### src/rtl/chameleon2_pkg.sv
// Shared definitions for the Chameleon2 serial-output chain driver.
//   ser_state_t    : transfer FSM states
//   SER_*_RST      : idle/reset levels of the ser_out_* pins; the top level
//                    uses the same values to tie the pins off when the
//                    shifter block is not instantiated.
package chameleon2_pkg;

    typedef enum logic [2:0] {
        IDLE,
        BIT_LO,
        BIT_HI,
        LATCH_LO,
        LATCH_HI
    } ser_state_t;

    localparam logic SER_CLK_RST  = 1'b0;
    localparam logic SER_DAT_RST  = 1'b0;
    localparam logic SER_RCLK_RST = 1'b1;

endpackage

### src/rtl/clk_prescaler.sv
// Divide-by-CLKDIV tick generator.
//   clk   : system clock
//   rst_n : asynchronous active-low reset
//   clr   : synchronous restart of the count (state entry)
//   tick  : high in the last cycle of each CLKDIV-cycle period
module clk_prescaler #(
    parameter int CLKDIV = 4
) (
    input  logic clk,
    input  logic rst_n,
    input  logic clr,
    output logic tick
);

    localparam int CW = $clog2(CLKDIV + 1);

    logic [CW-1:0] count;

    assign tick = (count == CW'(CLKDIV - 1));

    always_ff @(posedge clk or negedge rst_n) begin
        if (!rst_n)
            count <= '0;
        else if (clr || tick)
            count <= '0;
        else
            count <= count + 1'b1;
    end

endmodule

### src/rtl/ser_out_shifter.sv
// Driver for a 74HC595-style serial shift/latch chain.
// Shifts a WIDTH-bit word out at CLKDIV cycles per half bit, then pulses the
// latch clock. Loads arriving mid-transfer coalesce into one follow-up
// transfer of the newest data_in.
//   clk50m, reset_n : clock, asynchronous active-low reset
//   data_in, load   : word to send, single-cycle transfer request
//   busy, done      : transfer in progress, one-cycle latch-issued pulse
//   ser_out_clk/dat/rclk : chain shift clock, serial data, latch clock
module ser_out_shifter
    import chameleon2_pkg::*;
#(
    parameter int WIDTH       = 16,
    parameter int CLKDIV      = 4,
    parameter bit MSB_FIRST   = 1'b1,
    parameter bit AUTO_UPDATE = 1'b0
) (
    input  logic             clk50m,
    input  logic             reset_n,
    input  logic [WIDTH-1:0] data_in,
    input  logic             load,
    output logic             busy,
    output logic             done,
    output logic             ser_out_clk,
    output logic             ser_out_dat,
    output logic             ser_out_rclk
);

    localparam int BW = $clog2(WIDTH + 1);

    ser_state_t       state, state_d;
    logic [WIDTH-1:0] shreg, shreg_d;
    logic [WIDTH-1:0] cap, cap_d;
    logic [WIDTH-1:0] last, last_d;
    logic [BW-1:0]    bitcnt, bitcnt_d;
    logic             pending, pending_d;
    logic             tick, clr;
    logic             start;
    logic             head_d;

    // Prescaler restarts on every state entry, so each timed state lasts
    // exactly CLKDIV cycles.
    assign clr = (state_d != state) || (state == IDLE);

    clk_prescaler #(.CLKDIV(CLKDIV)) u_presc (
        .clk   (clk50m),
        .rst_n (reset_n),
        .clr   (clr),
        .tick  (tick)
    );

    assign start = load || (AUTO_UPDATE && (data_in != last));

    always_comb begin
        state_d   = state;
        shreg_d   = shreg;
        cap_d     = cap;
        last_d    = last;
        bitcnt_d  = bitcnt;
        pending_d = pending;

        // Only explicit loads are remembered; an auto-update change is judged
        // at the latch by comparing against the captured word, so a value
        // that changes and changes back costs no extra transfer.
        if (state != IDLE && load)
            pending_d = 1'b1;

        case (state)
            IDLE: begin
                if (start) begin
                    state_d   = BIT_LO;
                    shreg_d   = data_in;
                    cap_d     = data_in;
                    bitcnt_d  = BW'(WIDTH);
                    pending_d = 1'b0;
                end
            end
            BIT_LO: begin
                if (tick)
                    state_d = BIT_HI;
            end
            BIT_HI: begin
                if (tick) begin
                    shreg_d  = MSB_FIRST ? (shreg << 1) : (shreg >> 1);
                    bitcnt_d = (bitcnt != '0) ? bitcnt - 1'b1 : '0;
                    state_d  = (bitcnt <= BW'(1)) ? LATCH_LO : BIT_LO;
                end
            end
            LATCH_LO: begin
                if (tick)
                    state_d = LATCH_HI;
            end
            LATCH_HI: begin
                last_d    = cap;
                pending_d = 1'b0;
                if (pending || load || (AUTO_UPDATE && (data_in != cap))) begin
                    state_d  = BIT_LO;
                    shreg_d  = data_in;
                    cap_d    = data_in;
                    bitcnt_d = BW'(WIDTH);
                end else begin
                    state_d = IDLE;
                end
            end
            default: state_d = IDLE;
        endcase
    end

    assign head_d = MSB_FIRST ? shreg_d[WIDTH-1] : shreg_d[0];

    always_ff @(posedge clk50m or negedge reset_n) begin
        if (!reset_n) begin
            state   <= IDLE;
            shreg   <= '0;
            cap     <= '0;
            last    <= '0;
            bitcnt  <= '0;
            pending <= 1'b0;
        end else begin
            state   <= state_d;
            shreg   <= shreg_d;
            cap     <= cap_d;
            last    <= last_d;
            bitcnt  <= bitcnt_d;
            pending <= pending_d;
        end
    end

    // Pins are registered from the next-state decode so they are glitch-free
    // yet still track the state register cycle for cycle.
    always_ff @(posedge clk50m or negedge reset_n) begin
        if (!reset_n) begin
            ser_out_clk  <= SER_CLK_RST;
            ser_out_dat  <= SER_DAT_RST;
            ser_out_rclk <= SER_RCLK_RST;
            busy         <= 1'b0;
            done         <= 1'b0;
        end else begin
            ser_out_clk  <= (state_d == BIT_HI);
            ser_out_dat  <= ((state_d == BIT_LO) || (state_d == BIT_HI)) ? head_d : 1'b0;
            ser_out_rclk <= (state_d != LATCH_LO);
            busy         <= (state_d != IDLE);
            done         <= (state_d == LATCH_HI);
        end
    end

endmodule

### config.mk
export PLATFORM = sky130hd
export DESIGN_NAME = ser_out_shifter
export DESIGN_NICKNAME = d
export VERILOG_FILES = /design/src/rtl/chameleon2_pkg.sv /design/src/rtl/clk_prescaler.sv /design/src/rtl/ser_out_shifter.sv
export SDC_FILE = /design/constraint.sdc
export NUM_CORES = 1
export LEC_CHECK = 0
export BUFFER_PORTS_ARGS = -buffer_cell sky130_fd_sc_hd__buf_4
export CAP_MARGIN = 20
export CORE_MARGIN = 2
export CORE_UTILIZATION = 40
export CTS_CLUSTER_DIAMETER = 40
export DETAILED_ROUTE_END_ITERATION = 8
export PLACE_DENSITY = 0.62
export RECOVER_POWER = 50
export REMOVE_ABC_BUFFERS = 1
export SYNTH_ARGS = -nofsm -noshare
export SYNTH_HDL_FRONTEND = slang
export SYNTH_HIERARCHICAL = 1
export SYNTH_SLANG_ARGS = --single-unit
export TNS_END_PERCENT = 1
### constraint.sdc
create_clock -name clk50m -period 2.4 [get_ports clk50m]
set_clock_uncertainty 0.2 [all_clocks]
set_input_delay 0.48 -clock clk50m [delete_from_list [all_inputs] [get_ports clk50m]]
set_output_delay 0.48 -clock clk50m [all_outputs]
set_load 0.03 [all_outputs]
==> results.toml, run 1 <==
[yosys]
synth.top_cell.area_share_pct = 51.74
ys_seq_elements = 33
synthCells = 155
synth_area_um2 = 1548
yosysUniqueCellTypes = 35
async_reset_ff_share_pct = 100.0
synthFlopType = "dfrtp_1"
syn_area_per_cell_um2 = 9.985
yosys.area.top_type = "dfrtp_1"
synth-edff-count = 0
yosysWarningCount = 6
yosysSeqAreaShare_pct = 53.44
ys_top_cells_by_area = "dfrtp_1, nand2_1, a22oi_1"

[worst_setup_path]
worstRegToRegCells = 6
critical_path.startpoint = "u_presc/count[0]"
crit_slowest_cell = "and4bb_4"
r2r_slack_ps = 410
crit_required_ps = 2380
criticalPathCategory = "flop to flop"
worst-path-max-fanout = 20
cpMostUsedCell = "ha_1"
worstSetupPathDepth = 6
cp-end-kind = "flop"
reg2reg_to = "bitcnt[1]"
reg2reg_from = "u_presc/count[0]"
max_stage_delay_ps = 410
cp_cell_sequence = "ha_1, ha_1, and4bb_4, a21oi_1, buf_4, o41ai_2"
crit_family = "compound AO/OA/AOI/OAI gates"
cp-start-kind = "flop"
cp.arrival_ps = 1960
worst-path-buf-inv = 1

[grt]
grt_max_degree = 34
overflow = 0
antenna_found_initial = 0
grt_pass1_vias = 1220
grt_pass1_wl_um = 5292
grtUsageTotal_pct = 15.95

[cts]
cts.sinks = 33
cts.clk_slew.worst_paths_ps = 70
numCtsBuffers = 5
ctsResizeCount = 0
cts-root-buf = "clkbuf_8"
cts_buffer_depth = 2
cts_htree_levels = 2
cts_setup_buffers = 0
cts-hold-fix-buffers = 1
insertion_delay_ps = 280
tritoncts = "done"

[sta]
worst_hold_slack_ps = 223.4
maxSlewViolCount = 0
final-setup-viol-count = 0
timing.final.crit_share_pct = 82.81
post-route-min-period_ps = 1987
max_freq_mhz = 503.2
fin_ws_ps = 412.7
finalHoldViolCount = 0
rsz0062_at_grt = "no"
slew_headroom_pct = 46.28
worstMarginPinSlew_ps = 805.7

[placed_design]
dp_hpwl_um = 2132
pre_cts_slack_ps = 406.8
gp_congestion = 0.7310
portBuffers = 23
placedInstanceArea_um2 = 1748

[route]
viasPerCell = 5.188
route.detailed.drc = 0
wirelength_um = 3071
final_antenna_net_count = 0
drt_iter0_markers = 42
firstDrtPassIters = 4
vias = 1188
route.detailed.wl_per_inst_um = 13.41

[outcome]
status = "complete, no violations"

[cells_and_area]
diodes = 0
layout_commonest_cell = "nand2_1"
area_growth_pct = 18.75
fillers = 354
fin_area_um2 = 1838
mostFrequentLayoutCells = "nand2_1, dfrtp_1, buf_4"
drive_gt1_share_pct = 20.99
final_nets = 205

[power]
vdd_drop_max_uv = 436.5
power_mw = 1.012
power.density_nw_per_um2 = 550.6
leakage_nw = 0.9020

[floorplanning]
dieWidth_um = 66.21
initial_core_util_pct = 41.96
num_io_pins = 24
core_area_um2 = 3689
rows = 22
die_area_um2 = 4383
die_h_um = 66.21

[worst_hold_path]
holdPathStages = 3
min_to = "shreg[0]"
hold_start = "data_in[0]"
hp-class = "input port to flop"

[job]
maxCapViolCount = 0
==> synthesized netlist by cell type (all sizes together) (2+ instances only) <==
cell,instances
and2,2
a22oi,14
nor3,6
o21ai,10
buf,8
inv,5
dfrtp,32
ha,5
a21oi,2
o41ai,2
nor3b,3
nand2,35
nor2b,4
nor2,11
==> worst min-delay path, cell delays in order <==
cell and delay, ps:
buf_4 80, nand2_1 30, o21ai_0 70
==> state kept, by name (all words and copies together) (netlist names) <==
register / flops
state: 3
ser_out_rclk: 1
bitcnt: 5
u_presc/count: 3
pending: 1
shreg: 16
done: 1
busy: 1
ser_out_dat: 1
ser_out_clk: 1
==> layout make-up <==
type / count / area [µm²] / area share, %
Tap cell: 48 / 60.06 / 3.268
Sequential cell: 33 / 827.0 / 45.00
Clock buffer: 7 / 86.33 / 4.697
Inverter: 5 / 18.77 / 1.021
Timing Repair Buffer: 28 / 206.4 / 11.23
Multi-Input combinational cell: 108 / 639.4 / 34.79
==> where the power goes <==
group	switching, mW	internal [mW]	total, mW
Sequential	0.0000000000000000223	0.556	0.556
Clock	0.193	0.227	0.420
Combinational	0.0159	0.0195	0.0354
Total	0.209	0.803	1.01
==> per-stage QoR <==
stage	cells	utilization, %	setup TNS, ps
CTS	229	50.00	0
finish	229	49.83	0
floorplan	146	-	-669.9
detailed placement	221	47.39	0
global route	229	49.83	0
global placement	221	47.39	0
==> worst max path at each step <==
stage	end	slack, ps
2_1_floorplan	ser_out_dat	-220
3_3_place_gp	ser_out_dat	470
3_5_place_dp	bitcnt[1]	410
4_1_cts	bitcnt[1]	390
5_1_grt	ser_out_dat	270
6_report	bitcnt[1]	410
==> cells by family after synthesis <==
| kind of cell | synth area share, % |
|---|---|
| simple gates | 20.53 |
| fa+ha+maj | 4.042 |
| compound gates | 16.73 |
| buf+inv | 5.254 |
| flops | 53.44 |
==> layer usage <==
layer  up-vias  wire length, µm  GRT usage [%]
met3         5              188          5.281
met2        32             1535          28.25
met5         -                0              0
met1       570             1315          18.19
li1        581                -              -
met4         0               31          4.592
(Power assumes the default switching activity.)
==> inputs of run 2 (changes only) <==
==> constraint.sdc (replaced) <==
create_clock -name clk50m -period 1.9 [get_ports clk50m]
set_clock_uncertainty 0.2 [all_clocks]
set_input_delay 0.38 -clock clk50m [delete_from_list [all_inputs] [get_ports clk50m]]
set_output_delay 0.38 -clock clk50m [all_outputs]
set_load 0.03 [all_outputs]
==> run 2 against run 1 <==
  * Highest routed layer unchanged
  * Critical endpoint is now ser_out_dat
  * Largest power group unchanged
  * Worst setup slack got worse by 350 ps
  * Hold slack got worse by 120 ps
  * Clock power increased by 30%
==> results.toml, run 2 (synthesized netlist as in run 1, its figures left out) <==
[outcome]
status = "complete, no violations"

[sta]
max_freq_mhz = 543.2
slew_headroom_pct = 47.60
post-route-min-period_ps = 1841
timing.final.crit_share_pct = 96.88
tns_ps = 0
fin_ws_ps = 59.21
rsz0062_at_grt = "yes"
final-setup-viol-count = 0
worstMarginPinSlew_ps = 786.0
finalHoldViolCount = 0
maxSlewViolCount = 0
worst_hold_slack_ps = 102.1

[route]
firstDrtPassIters = 4
wirelength_um = 3041
vias = 1223
final_antenna_net_count = 0
route.detailed.wl_per_inst_um = 13.00
drt_iter0_markers = 45
viasPerCell = 5.226
route.detailed.drc = 0

[worst_setup_path]
reg2reg_to = "ser_out_dat"
worst-path-max-fanout = 6
r2r_slack_ps = 60
worstRegToRegCells = 6
reg2reg_from = "u_presc/count[0]"
criticalPathCategory = "flop to flop"
cp.arrival_ps = 1810
cp-start-kind = "flop"
cp-end-kind = "flop"
crit_required_ps = 1870

[cells_and_area]
top_register = "shreg"
drive_gt1_share_pct = 23.66
largest_reg_flops = 16
top_regs = "shreg x16, bitcnt x5"
final_nets = 209
area_growth_pct = 22.07
stdcell_count = 234
mostFrequentLayoutCells = "nand2_1, dfrtp_1, buf_4"
layout_commonest_cell = "nand2_1"
diodes = 0

[grt]
antenna_found_initial = 0
grt_pass1_wl_um = 5154
grtUsageTotal_pct = 15.60
grt_pass1_vias = 1199
overflow = 0
grt_max_degree = 34

[worst_hold_path]
holdPathStages = 3
min_to = "shreg[0]"
hold_start = "data_in[0]"
hp-class = "input port to flop"

[cts]
tritoncts = "done"
cts_buffer_depth = 2
insertion_delay_ps = 280
cts-root-buf = "clkbuf_8"
cts.clk_slew.worst_paths_ps = 70
cts.sinks = 33
cts_htree_levels = 2
numCtsBuffers = 5

[floorplanning]
num_io_pins = 24
initial_core_util_pct = 41.96
die_area_um2 = 4383
rows = 22
die_h_um = 66.21
core_area_um2 = 3689
dieWidth_um = 66.21

[power]
power.density_nw_per_um2 = 685.1
vdd_drop_max_uv = 370.0
leakage_nw = 0.9185

[placed_design]
gp_congestion = 0.8184
portBuffers = 23
placed_cells = 225
pre_cts_slack_ps = -18.60
dp_hpwl_um = 2221

[job]
maxCapViolCount = 0
## run 2: changes by cell type in the layout (fill, tap and decap cells not counted), sizes merged
| cell | delta |
|---|---|
| buf | +3 |
| clkbuf | +1 |
| clkinvlp | +1 |
## run 2: where the power goes
part	total, mW	switching (mW)	leakage (nW)	internal (mW)
Sequential	0.703	0.0000000000000000280	0.417	0.703
Clock	0.547	0.253	0.0445	0.294
Combinational	0.0447	0.0200	0.457	0.0247
## run 2: repair_timing
item                                    4_1_cts  5_1_grt
hold buffers                                  1        0
hold endpoints to repair                     32        0
gates resized for setup                       1        4
buffers inserted                              0        0
endpoints found under the setup margin        3        3
cloned                                        0        0
pin swaps                                     0        1
## run 2: final cells by class
type | count | area [µm²]
Fill cell | 349 | 1799
Sequential cell | 33 | 827.0
Inverter | 5 | 18.77
Timing Repair Buffer | 32 | 236.5
Clock buffer | 7 | 86.33
Clock inverter | 1 | 7.507
Tap cell | 48 | 60.06
Multi-Input combinational cell | 108 | 653.1
## run 2: through the flow
stage	power [mW]	utilization (%)	cell area, µm²
floorplan	0.7172	-	1485
global placement	0.7599	48.20	1778
detailed placement	0.7604	48.20	1778
CTS	1.311	51.12	1886
global route	1.357	51.22	1889
finish	1.294	51.22	1889
## run 2: worst max path at each step
stage	from	cells after the start	endpoint
final	u_presc/count[0]	6	ser_out_dat
after global routing	u_presc/count[0]	6	ser_out_dat
after CTS	u_presc/count[0]	7	bitcnt[3]
after detailed placement	u_presc/count[0]	7	bitcnt[3]
after global placement	u_presc/count[0]	7	bitcnt[3]
after floorplan	u_presc/count[0]	6	ser_out_dat
## run 2: metal layers
| metal | global-route usage [%] | vias up | share of wire, % |
|---|---|---|---|
| met4 | 3.827 | 0 | 0.66 |
| met5 | 0 | - | 0 |
| met3 | 5.622 | 2 | 6.8 |
| li1 | - | 592 | - |
| met1 | 17.32 | 590 | 41 |
| met2 | 28.13 | 39 | 51 |
## run 2: worst max-delay path: stages, from the launching register on
cell and delay, ps:
dfrtp_1 380, ha_1 200, ha_2 170, and4bb_4 220, and2_0 150, a221o_1 280
o31a_1 110
==> inputs of run 3 (changes only) <==
--- a/config.mk
+++ b/config.mk
@@ -9,9 +9,10 @@
 export CAP_MARGIN = 20
 export CORE_MARGIN = 2
 export CORE_UTILIZATION = 40
+export CTS_BUF_LIST = sky130_fd_sc_hd__clkbuf_8
 export CTS_CLUSTER_DIAMETER = 40
 export DETAILED_ROUTE_END_ITERATION = 8
-export PLACE_DENSITY = 0.62
+export PLACE_DENSITY_LB_ADDON = 0.25
 export RECOVER_POWER = 50
 export REMOVE_ABC_BUFFERS = 1
 export SYNTH_ARGS = -nofsm -noshare
==> run 3 against run 2 <==
  * Flip-flop and latch count stayed put
  * Register-to-register slack hardly changed
  * Utilization is 1.1 points higher
  * Sequential share of layout area is 0.94 points lower
  * Global-route usage is 0.74 points higher
  * Total power is 10% higher
==> results.toml, run 3 (synthesized netlist as in run 1, its figures left out) <==
[floorplanning]
core_area_um2 = 3689
die_area_um2 = 4383
rows = 22
initial_core_util_pct = 41.96
num_io_pins = 24
die_h_um = 66.21
dieWidth_um = 66.21

[sta]
maxSlewViolCount = 0
worstMarginPinSlew_ps = 798.9
rsz0062_at_grt = "no"
finalHoldViolCount = 0
worst_hold_slack_ps = 100.4
timing.final.crit_share_pct = 97.17
slew_headroom_pct = 46.74
final-setup-viol-count = 0
post-route-min-period_ps = 1846
max_freq_mhz = 541.6
tns_ps = 0

[worst_setup_path]
cp-start-kind = "flop"
r2r_slack_ps = 50
reg2reg_to = "ser_out_dat"
worstRegToRegCells = 6
reg2reg_from = "u_presc/count[0]"
cp-end-kind = "flop"
criticalPathCategory = "flop to flop"
critical_path.startpoint = "u_presc/count[0]"
crit_required_ps = 1870
crit_end = "ser_out_dat"
worst-path-max-fanout = 5
cp.arrival_ps = 1810

[route]
route.detailed.drc = 0
vias = 1248
route.detailed.wl_per_inst_um = 13.32
drt_iter0_markers = 32
viasPerCell = 5.244
wirelength_um = 3170
firstDrtPassIters = 4
final_antenna_net_count = 0

[cells_and_area]
drive_gt1_share_pct = 25.79
stdcell_count = 238
top_regs = "shreg x16, bitcnt x5"
mostFrequentLayoutCells = "nand2_1, dfrtp_1, buf_4"
seq_area_um2 = 827.0
fillers = 349
diodes = 0
multi_input_area_um2 = 648.1
largest_reg_flops = 16
fin_area_um2 = 1931
fin_util_pct = 52.34
area_growth_pct = 24.74
layout_commonest_cell = "nand2_1"
top_register = "shreg"
final_nets = 213

[placed_design]
portBuffers = 23
placed_cells = 228
dp_hpwl_um = 2241
placedInstanceArea_um2 = 1800
gp_congestion = 0.8443

[cts]
cts.clk_slew.worst_paths_ps = 70
cts-root-buf = "clkbuf_8"
cts_htree_levels = 2
insertion_delay_ps = 290
cts_buffer_depth = 2
tritoncts = "done"
cts_setup_buffers = 0
cts.sinks = 33
numCtsBuffers = 5

[power]
vdd_drop_max_uv = 405.0
power.density_nw_per_um2 = 737.2
leakage_nw = 0.9537

[grt]
grtUsageTotal_pct = 16.34
grt_pass1_vias = 1242
grt_pass1_wl_um = 5285
antenna_found_initial = 0
grt_max_degree = 34
overflow = 0

[job]
maxCapViolCount = 0

[worst_hold_path]
hp-class = "input port to flop"

[outcome]
status = "complete, no violations"
## run 3: cell count changes in the layout (fill, tap and decap cells not counted), sizes merged
cell and change:
buf +4, bufinv +1, clkbuf -1, clkinvlp -1, inv +1
## run 3: stage by stage
stage	setup WS [ps]	total power, mW
after floorplan	-718.4	0.7172
after global placement	66.04	0.7597
after detailed placement	36.34	0.7608
after CTS	1.935	1.441
after global routing	16.12	1.471
final	53.72	1.423
## run 3: routing by layer
metal  global-route usage [%]  routed length, µm
met1                    18.34               1353
met2                    28.13               1605
met3                    5.451                155
met4                    6.888                 56
met5                        0                  0
## run 3: critical path, stage by stage (launching register included)
cell	delay, ps
dfrtp_1	380
ha_2	180
ha_2	170
and4bb_4	210
and2_0	160
a221o_1	290
o31a_1	120
## run 3: worst min path at each step
stage,start,endpoint,slack [ps],cells after the start
4_1_cts,data_in[0],shreg[0],100,3
2_1_floorplan,reset_n,bitcnt[0],-120,0
3_3_place_gp,reset_n,bitcnt[4],140,1
5_1_grt,data_in[0],shreg[0],120,3
3_5_place_dp,reset_n,bitcnt[2],150,1
6_report,data_in[0],shreg[0],100,3
## run 3: power by group
| group | switching (mW) | internal, mW |
|---|---|---|
| combinational | 0.0197 | 0.0246 |
| clock | 0.254 | 0.422 |
| sequential | 0.0000000000000000224 | 0.703 |
| total | 0.274 | 1.15 |
## run 3: repair_timing
item,CTS,global route
gates resized for setup,0,4
endpoints found under the setup margin,0,23
hold endpoints to repair,32,0
hold buffers,1,0
## run 3: cell type report
class / instances / area share [%]
Clock buffer: 6 / 4.277
Clock inverter: 2 / 1.750
Inverter: 5 / 0.9721
Multi-Input combinational cell: 108 / 33.57
Sequential cell: 33 / 42.84
Tap cell: 48 / 3.111
Timing Repair Buffer: 36 / 13.48
